`src/rtl/ysyx_220053_pkg.sv`:
```
// Shared definitions for the IDU stage: RV64I opcodes, format codes and the decoded entry.
// Latency: none (types and constants only).
// Backpressure: not applicable.
package ysyx_220053_pkg;

  // Major opcodes (instr[6:0]); anything outside this set is illegal.
  localparam logic [6:0] OP_LUI    = 7'b0110111;
  localparam logic [6:0] OP_AUIPC  = 7'b0010111;
  localparam logic [6:0] OP_JAL    = 7'b1101111;
  localparam logic [6:0] OP_JALR   = 7'b1100111;
  localparam logic [6:0] OP_BRANCH = 7'b1100011;
  localparam logic [6:0] OP_LOAD   = 7'b0000011;
  localparam logic [6:0] OP_STORE  = 7'b0100011;
  localparam logic [6:0] OP_IMM    = 7'b0010011;
  localparam logic [6:0] OP_IMM32  = 7'b0011011;
  localparam logic [6:0] OP_OP     = 7'b0110011;
  localparam logic [6:0] OP_OP32   = 7'b0111011;
  localparam logic [6:0] OP_SYSTEM = 7'b1110011;

  // Instruction format codes as presented on out_fmt.
  localparam logic [2:0] FMT_R = 3'd0;
  localparam logic [2:0] FMT_I = 3'd1;
  localparam logic [2:0] FMT_S = 3'd2;
  localparam logic [2:0] FMT_B = 3'd3;
  localparam logic [2:0] FMT_U = 3'd4;
  localparam logic [2:0] FMT_J = 3'd5;

  // The only two legal SYSTEM encodings.
  localparam logic [31:0] INSTR_ECALL  = 32'h0000_0073;
  localparam logic [31:0] INSTR_EBREAK = 32'h0010_0073;

  // Decoded entry. pc/imm are held at the widest supported XLEN (64); the
  // stage truncates to its own XLEN at the output. Sign-extending to 64 and
  // truncating to 32 equals sign-extending to 32 directly.
  typedef struct packed {
    logic [63:0] pc;
    logic [4:0]  rd;
    logic [4:0]  rs1;
    logic [4:0]  rs2;
    logic [2:0]  func3;
    logic [6:0]  func7;
    logic [6:0]  op;
    logic [63:0] imm;
    logic [2:0]  fmt;
    logic        wen;
    logic        illegal;
    logic        ebreak;
  } dec_entry_t;

  // Immediate generator: sign-extended immediate for the given format, 0 for R.
  function automatic logic [63:0] gen_imm(input logic [31:0] ins, input logic [2:0] fmt);
    gen_imm = '0;
    case (fmt)
      FMT_I:   gen_imm = {{52{ins[31]}}, ins[31:20]};
      FMT_S:   gen_imm = {{52{ins[31]}}, ins[31:25], ins[11:7]};
      FMT_B:   gen_imm = {{51{ins[31]}}, ins[31], ins[7], ins[30:25], ins[11:8], 1'b0};
      FMT_U:   gen_imm = {{32{ins[31]}}, ins[31:12], 12'b0};
      FMT_J:   gen_imm = {{43{ins[31]}}, ins[31], ins[19:12], ins[20], ins[30:21], 1'b0};
      default: gen_imm = '0;
    endcase
  endfunction

endpackage

```
`src/rtl/ysyx_220053_dec_comb.sv`:
```
// Purely combinational RV64I decoder: {pc, instr} -> dec_entry_t.
// Latency: 0 cycles (no state).
// Backpressure: none; the enclosing stage decides when the result is captured.
// Ports: pc_i (64-bit, zero-extended by caller), instr_i (raw word), dec_o (decoded entry).
module ysyx_220053_dec_comb
  import ysyx_220053_pkg::*;
(
  input  logic [63:0] pc_i,
  input  logic [31:0] instr_i,
  output dec_entry_t  dec_o
);

  logic [6:0] op;
  logic [2:0] f3;
  logic [4:0] rd;
  logic [2:0] fmt;
  logic       wen_raw;
  logic       illegal;
  logic       is_ebreak;

  assign op = instr_i[6:0];
  assign f3 = instr_i[14:12];
  assign rd = instr_i[11:7];

  always_comb begin
    fmt       = FMT_R;
    wen_raw   = 1'b0;
    illegal   = 1'b0;
    is_ebreak = 1'b0;
    case (op)
      OP_LUI:    begin fmt = FMT_U; wen_raw = 1'b1; end
      OP_AUIPC:  begin fmt = FMT_U; wen_raw = 1'b1; end
      OP_JAL:    begin fmt = FMT_J; wen_raw = 1'b1; end
      OP_JALR:   begin fmt = FMT_I; wen_raw = 1'b1; illegal = (f3 != 3'b000); end
      OP_BRANCH: begin fmt = FMT_B; illegal = (f3 == 3'b010) || (f3 == 3'b011); end
      OP_LOAD:   begin fmt = FMT_I; wen_raw = 1'b1; illegal = (f3 == 3'b111); end
      OP_STORE:  begin fmt = FMT_S; illegal = f3[2]; end
      OP_IMM:    begin fmt = FMT_I; wen_raw = 1'b1; end
      OP_IMM32: begin
        fmt     = FMT_I;
        wen_raw = 1'b1;
        // Only ADDIW / SLLIW / SRLIW-SRAIW exist in the 32-bit immediate group.
        illegal = !((f3 == 3'b000) || (f3 == 3'b001) || (f3 == 3'b101));
      end
      OP_OP:     begin fmt = FMT_R; wen_raw = 1'b1; end
      OP_OP32:   begin fmt = FMT_R; wen_raw = 1'b1; end
      OP_SYSTEM: begin
        fmt       = FMT_I;
        illegal   = (instr_i != INSTR_ECALL) && (instr_i != INSTR_EBREAK);
        is_ebreak = (instr_i == INSTR_EBREAK);
      end
      default:   illegal = 1'b1;
    endcase
    // Compressed / non-32-bit encodings; redundant with the opcode map today but
    // kept explicit so the map can grow without reopening this hole.
    if (instr_i[1:0] != 2'b11) begin
      illegal   = 1'b1;
      is_ebreak = 1'b0;
    end
  end

  always_comb begin
    dec_o         = '0;
    dec_o.pc      = pc_i;
    dec_o.rd      = rd;
    dec_o.rs1     = instr_i[19:15];
    dec_o.rs2     = instr_i[24:20];
    dec_o.func3   = f3;
    dec_o.func7   = instr_i[31:25];
    dec_o.op      = op;
    dec_o.imm     = gen_imm(instr_i, fmt);
    dec_o.fmt     = fmt;
    // x0 writes are dropped here so EXU never has to special-case them.
    dec_o.wen     = wen_raw && !illegal && (rd != 5'd0);
    dec_o.illegal = illegal;
    dec_o.ebreak  = is_ebreak;
  end

endmodule

```
`src/rtl/ysyx_220053_idu_stage.sv`:
```
// Registered RV64I decode stage between IFU and EXU with optional 2-entry skid buffer.
// Latency: 1 cycle from accept to out_valid; trap_ebreak pulses the cycle after an ebreak retires.
// Backpressure: SKID=1 -> in_ready registered (occupancy<2); SKID=0 -> in_ready = !out_valid || out_ready.
// Ports: clk/rst_n; flush; in_valid/in_ready/in_pc/in_instr (IFU side);
//        out_valid/out_ready plus decoded fields out_* (EXU side); trap_ebreak; illegal_cnt.
module ysyx_220053_idu_stage
  import ysyx_220053_pkg::*;
#(
  parameter int XLEN  = 64,
  parameter int SKID  = 1,
  parameter int CNT_W = 16
) (
  input  logic             clk,
  input  logic             rst_n,
  input  logic             flush,
  input  logic             in_valid,
  output logic             in_ready,
  input  logic [XLEN-1:0]  in_pc,
  input  logic [31:0]      in_instr,
  output logic             out_valid,
  input  logic             out_ready,
  output logic [XLEN-1:0]  out_pc,
  output logic [4:0]       out_rd,
  output logic [4:0]       out_rs1,
  output logic [4:0]       out_rs2,
  output logic [2:0]       out_func3,
  output logic [6:0]       out_func7,
  output logic [6:0]       out_op,
  output logic [XLEN-1:0]  out_imm,
  output logic [2:0]       out_fmt,
  output logic             out_wen,
  output logic             out_illegal,
  output logic             trap_ebreak,
  output logic [CNT_W-1:0] illegal_cnt
);

  logic [63:0] pc_ext;
  dec_entry_t  dec;

  dec_entry_t       head_q;   // entry presented on out_*
  dec_entry_t       tail_q;   // second slot, only populated when SKID=1
  logic [1:0]       occ_q, occ_d;
  logic             rdy_q;
  logic             trap_q;
  logic [CNT_W-1:0] cnt_q;

  logic accept;
  logic retire;

  always_comb begin
    pc_ext             = '0;
    pc_ext[XLEN-1:0]   = in_pc;
  end

  ysyx_220053_dec_comb u_dec (
    .pc_i    (pc_ext),
    .instr_i (in_instr),
    .dec_o   (dec)
  );

  assign out_valid = (occ_q != 2'd0);
  assign retire    = out_valid && out_ready;
  assign accept    = in_valid && in_ready;

  // flush gates in_ready, so a same-cycle input is never accepted.
  always_comb begin
    if (SKID != 0) in_ready = rdy_q && !flush;
    else           in_ready = (!out_valid || out_ready) && !flush;
  end

  always_comb begin
    occ_d = occ_q;
    if (flush)                 occ_d = 2'd0;
    else if (accept && !retire) occ_d = occ_q + 2'd1;
    else if (!accept && retire) occ_d = occ_q - 2'd1;
  end

  // Occupancy and the registered ready. rdy_q is computed from next-state
  // occupancy so in_ready never looks at out_ready in the skid configuration.
  always_ff @(posedge clk or negedge rst_n) begin
    if (!rst_n) begin
      occ_q <= 2'd0;
      rdy_q <= 1'b1;
    end else begin
      occ_q <= occ_d;
      rdy_q <= (occ_d != 2'd2);
    end
  end

  // Entry storage. Accept+retire only happens with one entry held (ready is
  // low at two), so the new entry lands directly in the head slot.
  always_ff @(posedge clk or negedge rst_n) begin
    if (!rst_n) begin
      head_q <= '0;
      tail_q <= '0;
    end else if (!flush) begin
      if (accept && ((occ_q == 2'd0) || retire)) head_q <= dec;
      else if (retire)                            head_q <= tail_q;
      if (accept && (occ_q == 2'd1) && !retire)   tail_q <= dec;
    end
  end

  // Trap pulse and illegal counter follow the downstream handshake only;
  // flush neither cancels a pending pulse nor touches the count.
  always_ff @(posedge clk or negedge rst_n) begin
    if (!rst_n) begin
      trap_q <= 1'b0;
      cnt_q  <= '0;
    end else begin
      trap_q <= retire && head_q.ebreak;
      if (retire && head_q.illegal && (cnt_q != {CNT_W{1'b1}})) cnt_q <= cnt_q + 1'b1;
    end
  end

  assign out_pc      = head_q.pc[XLEN-1:0];
  assign out_rd      = head_q.rd;
  assign out_rs1     = head_q.rs1;
  assign out_rs2     = head_q.rs2;
  assign out_func3   = head_q.func3;
  assign out_func7   = head_q.func7;
  assign out_op      = head_q.op;
  assign out_imm     = head_q.imm[XLEN-1:0];
  assign out_fmt     = head_q.fmt;
  assign out_wen     = head_q.wen;
  assign out_illegal = head_q.illegal;
  assign trap_ebreak = trap_q;
  assign illegal_cnt = cnt_q;

endmodule

```
`config.mk`:
```
export PLATFORM = sky130hd
export DESIGN_NAME = ysyx_220053_idu_stage
export DESIGN_NICKNAME = d
export VERILOG_FILES = /design/src/rtl/ysyx_220053_pkg.sv /design/src/rtl/ysyx_220053_dec_comb.sv /design/src/rtl/ysyx_220053_idu_stage.sv
export SDC_FILE = /design/constraint.sdc
export NUM_CORES = 1
export LEC_CHECK = 0
export ABC_AREA = 1
export ABC_CLOCK_PERIOD_IN_PS = 4200
export CORE_MARGIN = 5
export CORE_UTILIZATION = 56
export CTS_CLUSTER_SIZE = 24
export DETAILED_ROUTE_END_ITERATION = 6
export PLACE_DENSITY = 0.95
export SYNTH_ARGS = -nofsm -noshare
export SYNTH_HDL_FRONTEND = slang
export SYNTH_SLANG_ARGS = --single-unit
```
`constraint.sdc`:
```
create_clock -name clk -period 4.2 [get_ports clk]
set_clock_uncertainty 0.15 [all_clocks]
set_input_delay 0.84 -clock clk [delete_from_list [all_inputs] [get_ports clk]]
set_output_delay 0.84 -clock clk [all_outputs]
set_load 0.01 [all_outputs]
```
# Word-level counts from Yosys, hierarchy flattened
# Index checks and enable logic that the tools add are counted.
dict set report op_classes {
  n_reduce_logical 35
  eq_ne 29
  n_bitwise 1
  n_mux 12
  add_sub_neg 3
}
# operator count
set op_table {}
lappend op_table {{$mux 166} 2}
lappend op_table {{$pmux 64 s5} 1}
lappend op_table {{$eq 32x21->1 const B} 1}
lappend op_table {{$ne 32x21->1 const B} 1}
lappend op_table {{$ne 32x7->1 const B} 1}
lappend op_table {{$eq 7x6->1 const B} 4}
lappend op_table {{$eq 7x7->1 const B} 4}
lappend op_table {{$eq 7x5->1 const B} 3}
lappend op_table {{$add 16x1->16 const B} 1}
lappend op_table {{$ne 16x16->1 const B} 1}
lappend op_table {{$pmux 3 s5} 1}
lappend op_table {{$logic_and 1x1->1} 14}
lappend op_table {{$eq 3x2->1 const B} 4}
lappend op_table {{$eq 3x3->1 const B} 4}
lappend op_table {{$reduce_or 9->1} 1}
lappend op_table {{$eq 7x2->1 const B} 1}
lappend op_table {{$pmux 1 s7} 1}
lappend op_table {{$eq 3x1->1 const B} 2}
lappend op_table {{$mux 2} 3}
lappend op_table {{$reduce_or 6->1} 1}
lappend op_table {{$logic_not 1->1} 5}
lappend op_table {{$reduce_bool 5->1} 1}
lappend op_table {{$reduce_or 5->1} 1}
lappend op_table {{$logic_or 1x1->1} 4}
lappend op_table {{12 further kinds} 18}
dict set report totals {
  register_bits 352
  input_bits 101
  word_cells 108
  output_inout_bits 184
}

# Depth between registers and ports, before layout
# Gate-level depths: netlist of run 1.
dict set report depth {
  depth_word 10
  ltp_mapped 13
  ltp_nobuf 13
}

# Hierarchy
# From an unflattened synthesis of run 1, not the netlist that was laid out.
dict set report unflattened {
  hier_cells 2574
  hier_area_um2 19332.3
}
# mod area_per_inst_um2 seq_area_each_um2 n_inst cells_per_inst
set modules_own_cells {}
lappend modules_own_cells {ysyx_220053_idu_stage 17409.2 8809.7 1 2271}
lappend modules_own_cells {ysyx_220053_dec_comb 1923.1 0.0 1 303}

# Worst setup path after synthesis of run 1
# No wires, ideal clock.
dict set report synth_path {
  kind {in2reg}
  from {input flush}
  to {register head_q (netlist bit out_imm[10])}
  path_buffers 2
  t_required_ns 3.928
  path_stages 8
  setup_time_ns 0.122
  arrival_time_ns 2.046
  setup_slack_ns 1.882
  cell_sequence {nor2_1 -> nand2_1 -> a21oi_2 -> o21ai_1 -> buf_2 -> clkbuf_1 -> a21oi_1 -> a21oi_1}
}
dict set report synth_via {
  elab_chain_cells 6
  elab_cells_between_ends 8
  classes_between {mux: 1; bitwise: 1; reduce/logical: 6}
}
# element line
set synth_lines {}
lappend synth_lines {{from (decl)} ysyx_220053_idu_stage.sv:15} ;# input logic flush,
lappend synth_lines {{$logic_not 1->1} -}
lappend synth_lines {{$logic_and 1x1->1} ysyx_220053_idu_stage.sv:67} ;# if (SKID != 0) in_ready = rdy_q && !flush;
lappend synth_lines {{$logic_and 1x1->1} ysyx_220053_idu_stage.sv:63} ;# assign accept = in_valid && in_ready;
lappend synth_lines {{$logic_and 1x1->1} ysyx_220053_idu_stage.sv:97} ;# if (accept && ((occ_q == 2'd0) || retire)) head_q <= dec;
lappend synth_lines {{$reduce_bool 2->1 (no source line)} -}
lappend synth_lines {{$reduce_and 2->1 (no source line)} -}
lappend synth_lines {{to (signal assigned)} ysyx_220053_idu_stage.sv:98} ;# else if (retire) head_q <= tail_q;
lappend synth_lines {{to (decl)} ysyx_220053_idu_stage.sv:40} ;# dec_entry_t head_q;
# Several ways; a longest one is shown, not always the timed one.
# A chain may end at the register's enable or synchronous reset.

==> run summary, run 1 <==
Largest family of logic cells by synthesized area = simple AND/OR/NAND/NOR gates
Share of the synthesized area in the top cell type = 0.509
# nets final = 1914
Drt wl/cell = 17.5 µm
Std cell rows = 58
Detailed-route wire length = 37800 µm
Syn avg cell area = 8.13 µm²
Syn Std Cell Area = 0.0141 mm²
Max incr delay on CP = 0.95 ns
Number of setup violations in the final report = 0
CP top delay family = flip-flops
Max-slew violations = 0
I/O pins = 285
Pin count of the biggest net entering global routing = 106
Mux cell area share after synthesis = 0
Type of the worst setup path = flop to output pin
Clock tree sinks = 288
Levels on crit path = 1
Area leader, netlist = dfrtp_1
Relative slew slack = 0.314
Quantity of hold-fixing buffers added after cts = 0
Crit path capture type = output pin
Die X = 169 µm
Worst hold margin = 0.181 ns
Register area share after synthesis = 0.511
Gpl congestion = 0.905
Share of post-route cells with drive strength above 1 = 0.0540
Final period utilization = 0.761
Final antenna-violating net count = 0
First-pass DRT Iterations = 6
Synth Area in Compound Gates = 0.0970
CP required = 3.21 ns
CTS Root Cell = clkbuf_16
Cell count after synthesis = 1734
Bufs and invs on worst path = 1
Global-route wire length before repair = 61700 µm
Leakage = 7.83 nW
PnR worst setup slack = 1.00 ns
DIE HEIGHT = 169 µm
Vias in the first global route = 11800
Total negative slack = 0 ns
Total Routing Usage GR = 0.262
Core area = 0.0250 mm²
Power Dens Cells = 718 mW/mm²
FMAX = 0.313 GHz
Post-Synth XOR/XNOR Area = 0.00932
Worst IR Drop VDD = 0.375 mV
Crit path from = out_imm[62]
Top post-synthesis cells by area = dfrtp_1, nand2_1, buf_4
Area Overhead vs Synth = 20.7%
Die ar. = 0.0284 mm²
Synth Area in Adders = 0.00266
Initial Utilization = 0.565
Worst reg-to-reg path cell count = 9
Layout fillers = 1841
Drt drc = 0
Antenna violations before repair = 1
CP Max Fanout = 34
RSZ-0062 raised after global routing = no
CTS tree = yes
Post-Synth Simple-Gate Area = 0.245
Max H-tree Level = 1
Synth Warn # = 0
Crit-path cells = clkdlybuf4s50_1
Worst Hold Class = input port to async pin
Maximum buffer depth of the clock tree = 3
Fin crit period = 3.20 ns
Worst-path clk slew = 0.06 ns
Total number of vias = 12000
Setup bufs post-CTS = 0
Post-synth cell types = 37
Cts repair resizes = 0
Launch point of the worst reg-to-reg path = rdy_q
Critical path data arrival time = 2.21 ns
Critical Path Slowest Stage Cell = dfrtp_1
Final HPWL DP = 25800 µm
Remaining Overflow, GRT = 0
Port buffer count = 284
Net Count, Synth = 1838
Worst-Margin Slew = 1.03 ns
TritonCTS Buffers = 30
Final Hold Viols = 0
Detailed Route Iter0 Violations = 1514
Outcome = finished, final reports clean
CP startpoint kind = flop
Post-layout util = 0.681
#FFs+latches synth = 288
Worst slack at placement = 0.639 ns
Routed vias/inst = 5.56
Max_cap viols = 0
Clk Latency, worst-skew pair = 0.54 ns
[area by class of cell]
type / instances / area, µm² / share of cell area
Antenna cell: 1 / 2.50 / 0.000147
Multi-Input combinational cell: 1131 / 5020 / 0.295
Clock inverter: 14 / 210 / 0.0124
Tap cell: 330 / 413 / 0.0243
Inverter: 58 / 228 / 0.0134
Timing Repair Buffer: 301 / 3050 / 0.179
Clock buffer: 42 / 877 / 0.0516
Sequential cell: 288 / 7210 / 0.424
[placed cells by master, fill, tap and decap left out, types with 4 or more instances in the layout]
cell type / netlist / routed
o21ai_1: 15 / 14
clkinv_2: 0 / 4
buf_12: 0 / 6
a31oi_1: 116 / 116
clkbuf_8: 0 / 6
inv_2: 11 / 8
o21ai_0: 67 / 67
clkdlybuf4s50_1: 0 / 283
nor3_1: 18 / 18
buf_4: 174 / 11
a21oi_1: 28 / 28
nand4_1: 5 / 5
bufinv_16: 0 / 5
nor2_2: 4 / 4
dfrtp_1: 287 / 287
clkbuf_16: 0 / 31
inv_1: 47 / 47
nor2_1: 219 / 219
xnor2_1: 5 / 5
clkbuf_1: 42 / 5
nand2_1: 582 / 581
nand3_1: 35 / 35
o22ai_1: 4 / 4
xor2_1: 10 / 10
[Yosys cell counts (all sizes together)]
master	instances
a21o	1
a21oi	30
a22oi	1
a31oi	116
buf	215
clkbuf	42
dfrtp	287
dfstp	1
ha	3
inv	58
nand2	586
nand3	38
nand3b	1
nand4	5
nor2	225
nor3	18
nor3b	1
nor4	1
o211a	1
o21ai	83
o21bai	1
o22ai	4
or2	1
xnor2	5
xor2	10
[metal layers]
metal	part of all wire	track usage	vias up
met1	0.39	0.349	5821
met3	0.075	0.0397	83
met5	0	0	-
li1	-	-	5539
met4	0.032	0.0850	0
met2	0.50	0.444	590
[registers in the layout (all words and copies together), names as in the netlist, 5 cells and up]
signal,count
tail_q,134
out_pc,64
out_imm,32
illegal_cnt,16
out_func7,7
out_op,7
out_rd,5
out_rs1,5
out_rs2,5
[kinds of logic after synthesis]
logic type,Yosys count
buf+inv,315
fa+ha+maj,3
simple gates,876
flops,288
compound gates,237
xor+xnor,15
[final timing paths]
kind / end / slack (ns)
min in group clk: out_imm[18] / 0.33
worst max-delay path: out_imm[34] / 1.00
worst min register to register: out_imm[18] / 0.33
worst max register to register: out_wen / 1.61
worst min-delay path: illegal_cnt[13] / 0.18
max in group asynchronous: out_pc[13] / 2.76
[power breakdown]
group          total [W]  leakage (nW)  internal [W]  switching (W)
clock network    0.00287         0.526       0.00176        0.00111
registers        0.00486          3.53       0.00405       0.000806
logic            0.00449          3.78       0.00229        0.00219
total             0.0122          7.83       0.00811        0.00411
[metrics by stage]
step	instances	power, W	cell area, µm²
detailed placement	2108	0.00937	15900
global route	2165	0.0130	17000
CTS	2164	0.0123	17000
global placement	2108	0.00912	15900
finish	2165	0.0122	17000
floorplan	1734	0.00788	14100
Note: power is estimated with default switching activity, not from simulation.
==> inputs of run 2 (changes only) <==
- ABC_CLOCK_PERIOD_IN_PS: 4200 -> 2930
- CORE_UTILIZATION: 56 -> 47
- PLACE_DENSITY: 0.95 -> 0.87
- clock period: 4.2 -> 2.93 ns (I/O delays scaled with it)
==> run 2 against run 1 <==
  * Flip-flop and latch count stayed put
  * Worst hold slack better by 0.14 ns
  * Power is 43% higher
  * Register-to-register slack worse by 1.1 ns
  * Sequential power is 43% higher
  * Via count is 0.78% lower
  * Clock power is 40% higher
  * Sequential share of layout area is 0.86 points lower
  * Die area is 18% higher
  * Non-clock buffer count is 24 higher
  * Setup slack worse by 0.69 ns
  * Combinational power is 45% higher
  * Critical endpoint is now out_valid
==> run summary, run 2 (synthesis results as in run 1) <==
Outcome = finished, final reports clean (unchanged)
Worst Hold Class = flop to flop (was input port to async pin)
Remaining Overflow, GRT = 0 (unchanged)
Vias in the first global route = 11500 (was 11800)
Global-route wire length before repair = 61300 µm (was 61700 µm)
Leakage = 7.98 nW (was 7.83 nW)
Design Power = 0.0175 W (was 0.0122 W)
Gpl congestion = 0.877 (was 0.905)
Crit-path cells = inv_1, ha_1, inv_2, clkdlybuf4s50_1 (was clkdlybuf4s50_1)
Largest Register = tail_q (unchanged)
CP top delay family = buffers and inverters (was flip-flops)
Share of power burned in registers = 0.396 (was 0.398)
Max H-tree Level = 1 (unchanged)
Pin count of the biggest net entering global routing = 80 (was 106)
Crit path capture type = output pin (unchanged)
Type of the worst setup path = flop to output pin (unchanged)
Final HPWL DP = 26700 µm (was 25800 µm)
Final antenna-violating net count = 0 (unchanged)
Clock tree sinks = 288 (unchanged)
# nets final = 1939 (was 1914)
Final period utilization = 0.894
CP startpoint kind = flop (unchanged)
Post-layout util = 0.586 (was 0.681)
Total number of vias = 11900 (was 12000)
Detailed Route Iter0 Violations = 1061 (was 1514)
Port buffer count = 284 (unchanged)
RSZ-0062 raised after global routing = no (unchanged)
Max reg flops = 134 (unchanged)
Layout fillers = 2527 (was 1841)
Area Overhead vs Synth = 23.2% (was 20.7%)
Worst IR Drop VDD = 0.572 mV (was 0.375 mV)
Detailed-route wire length = 38100 µm (was 37800 µm)
Drt wl/cell = 17.0 µm (was 17.5 µm)
Worst-path clk slew = 0.06 ns (about the same)
Most frequent cells in the layout = nand2_1, dfrtp_1, clkdlybuf4s50_1, nor2_1, a31oi_1 (unchanged)
I/O pins = 285 (unchanged)
TritonCTS Buffers = 31 (was 30)
Combinational power share = 0.374 (was 0.367)
CTS Root Cell = clkbuf_16 (unchanged)
Number of setup violations in the final report = 0 (unchanged)
Fin crit period = 2.62 ns
Max incr delay on CP = 0.56 ns (was 0.95 ns)
Max_cap viols = 0 (unchanged)
Routed vias/inst = 5.31 (was 5.56)
Area of the multi-input gates = 0.00502 mm² (unchanged)
Share of post-route cells with drive strength above 1 = 0.0640 (was 0.0540)
Drt drc = 0 (unchanged)
Power Dens Cells = 1010 mW/mm² (was 718 mW/mm²)
Worst-Margin Slew = 0.822 ns (was 1.03 ns)
Std cell rows = 63 (was 58)
Antenna violations before repair = 1 (unchanged)
DIE HEIGHT = 183 µm (was 169 µm)
Critical path data arrival time = 1.88 ns (was 2.21 ns)
Sw Pwr = 0.00586 W (was 0.00411 W)
Die ar. = 0.0336 mm² (was 0.0284 mm²)
FMAX = 0.382 GHz
CP required = 2.19 ns (was 3.21 ns)
Sw Ratio = 0.335 (was 0.336)
Max-slew violations = 0 (unchanged)
Initial Utilization = 0.476 (was 0.565)
CTS tree = yes (unchanged)
Maximum buffer depth of the clock tree = 3 (unchanged)
N_diodes = 0 (was 1)
Core area = 0.0296 mm² (was 0.0250 mm²)
Most common cell after layout, fill and taps aside = nand2_1 (unchanged)
Total Routing Usage GR = 0.221 (was 0.262)
Clk pwr share = 0.230 (was 0.235)
Storage element area = 0.00721 mm² (unchanged)
Final Hold Viols = 0 (unchanged)
CP Max Fanout = 3 (was 34)
Quantity of hold-fixing buffers added after cts = 1 (was 0)
Relative slew slack = 0.450 (was 0.314)
Die X = 183 µm (was 169 µm)
Clk Latency, worst-skew pair = 0.55 ns (was 0.54 ns)
First-pass DRT Iterations = 6 (unchanged)
Bufs and invs on worst path = 3 (was 1)
Critical Path Slowest Stage Cell = clkdlybuf4s50_1 (was dfrtp_1)
Setup bufs post-CTS = 0 (unchanged)
Internal power = 0.0116 W (was 0.00811 W)
Cts repair resizes = 0 (unchanged)
run 2: worst reg2reg max path, stage by stage, from the launching register on:
cell and delay, ns:
dfstp_2 0.52, inv_1 0.04, nor2_1 0.15, nand2_1 0.18, a21oi_4 0.36, o21ai_4 0.15, inv_6 0.19, buf_12 0.27
nor2_1 0.13, a31oi_1 0.18
run 2: worst paths after layout:
path | start | to | slack [ns] | cells past startpoint
worst max-delay path | occ_q[0] | out_valid | 0.31 | 4
worst min-delay path | out_imm[17] | out_imm[17] | 0.32 | 2
worst max register to register | rdy_q | out_pc[24] | 0.56 | 9
worst min register to register | out_imm[17] | out_imm[17] | 0.32 | 2
max in group asynchronous | rst_n | out_pc[56] | 1.35 | 3
min in group asynchronous | rst_n | illegal_cnt[11] | 0.47 | 2
run 2: layout make-up:
class / count / share of cell area
flip-flops and latches: 288 / 0.415
multi-input cells: 1131 / 0.289
repair buffers: 325 / 0.193
clock buffers: 46 / 0.0514
well taps: 390 / 0.0281
inverters: 58 / 0.0131
clock inverters: 11 / 0.00951
run 2: routing by layer:
layer,wire [µm],GRT usage
met5,12,0
met4,1250,0.0700
met3,3500,0.0420
met2,18000,0.362
met1,15300,0.301
run 2: through the flow:
step           TNS [ns]  hold slack, ns  area (µm²)  std cells  worst slack, ns
2_1_floorplan         0           0.140       14100       1734            0.866
4_1_cts               0           0.331       17400       2249            0.298
3_3_place_gp          0           0.311       16300       2191           0.0324
3_5_place_dp     -0.339           0.315       16300       2191          -0.0551
5_1_grt               0           0.345       17400       2249            0.246
6_report              0           0.323       17400       2249            0.311
run 2: power by group through the flow:
stage | logic [W] | clock network (W) | registers (W)
after floorplan | 0.00464 | 0 | 0.00666
after global placement | 0.00635 | 0 | 0.00687
after detailed placement | 0.00657 | 0 | 0.00697
after CTS | 0.00662 | 0.00410 | 0.00692
after global routing | 0.00717 | 0.00428 | 0.00715
final | 0.00653 | 0.00402 | 0.00693
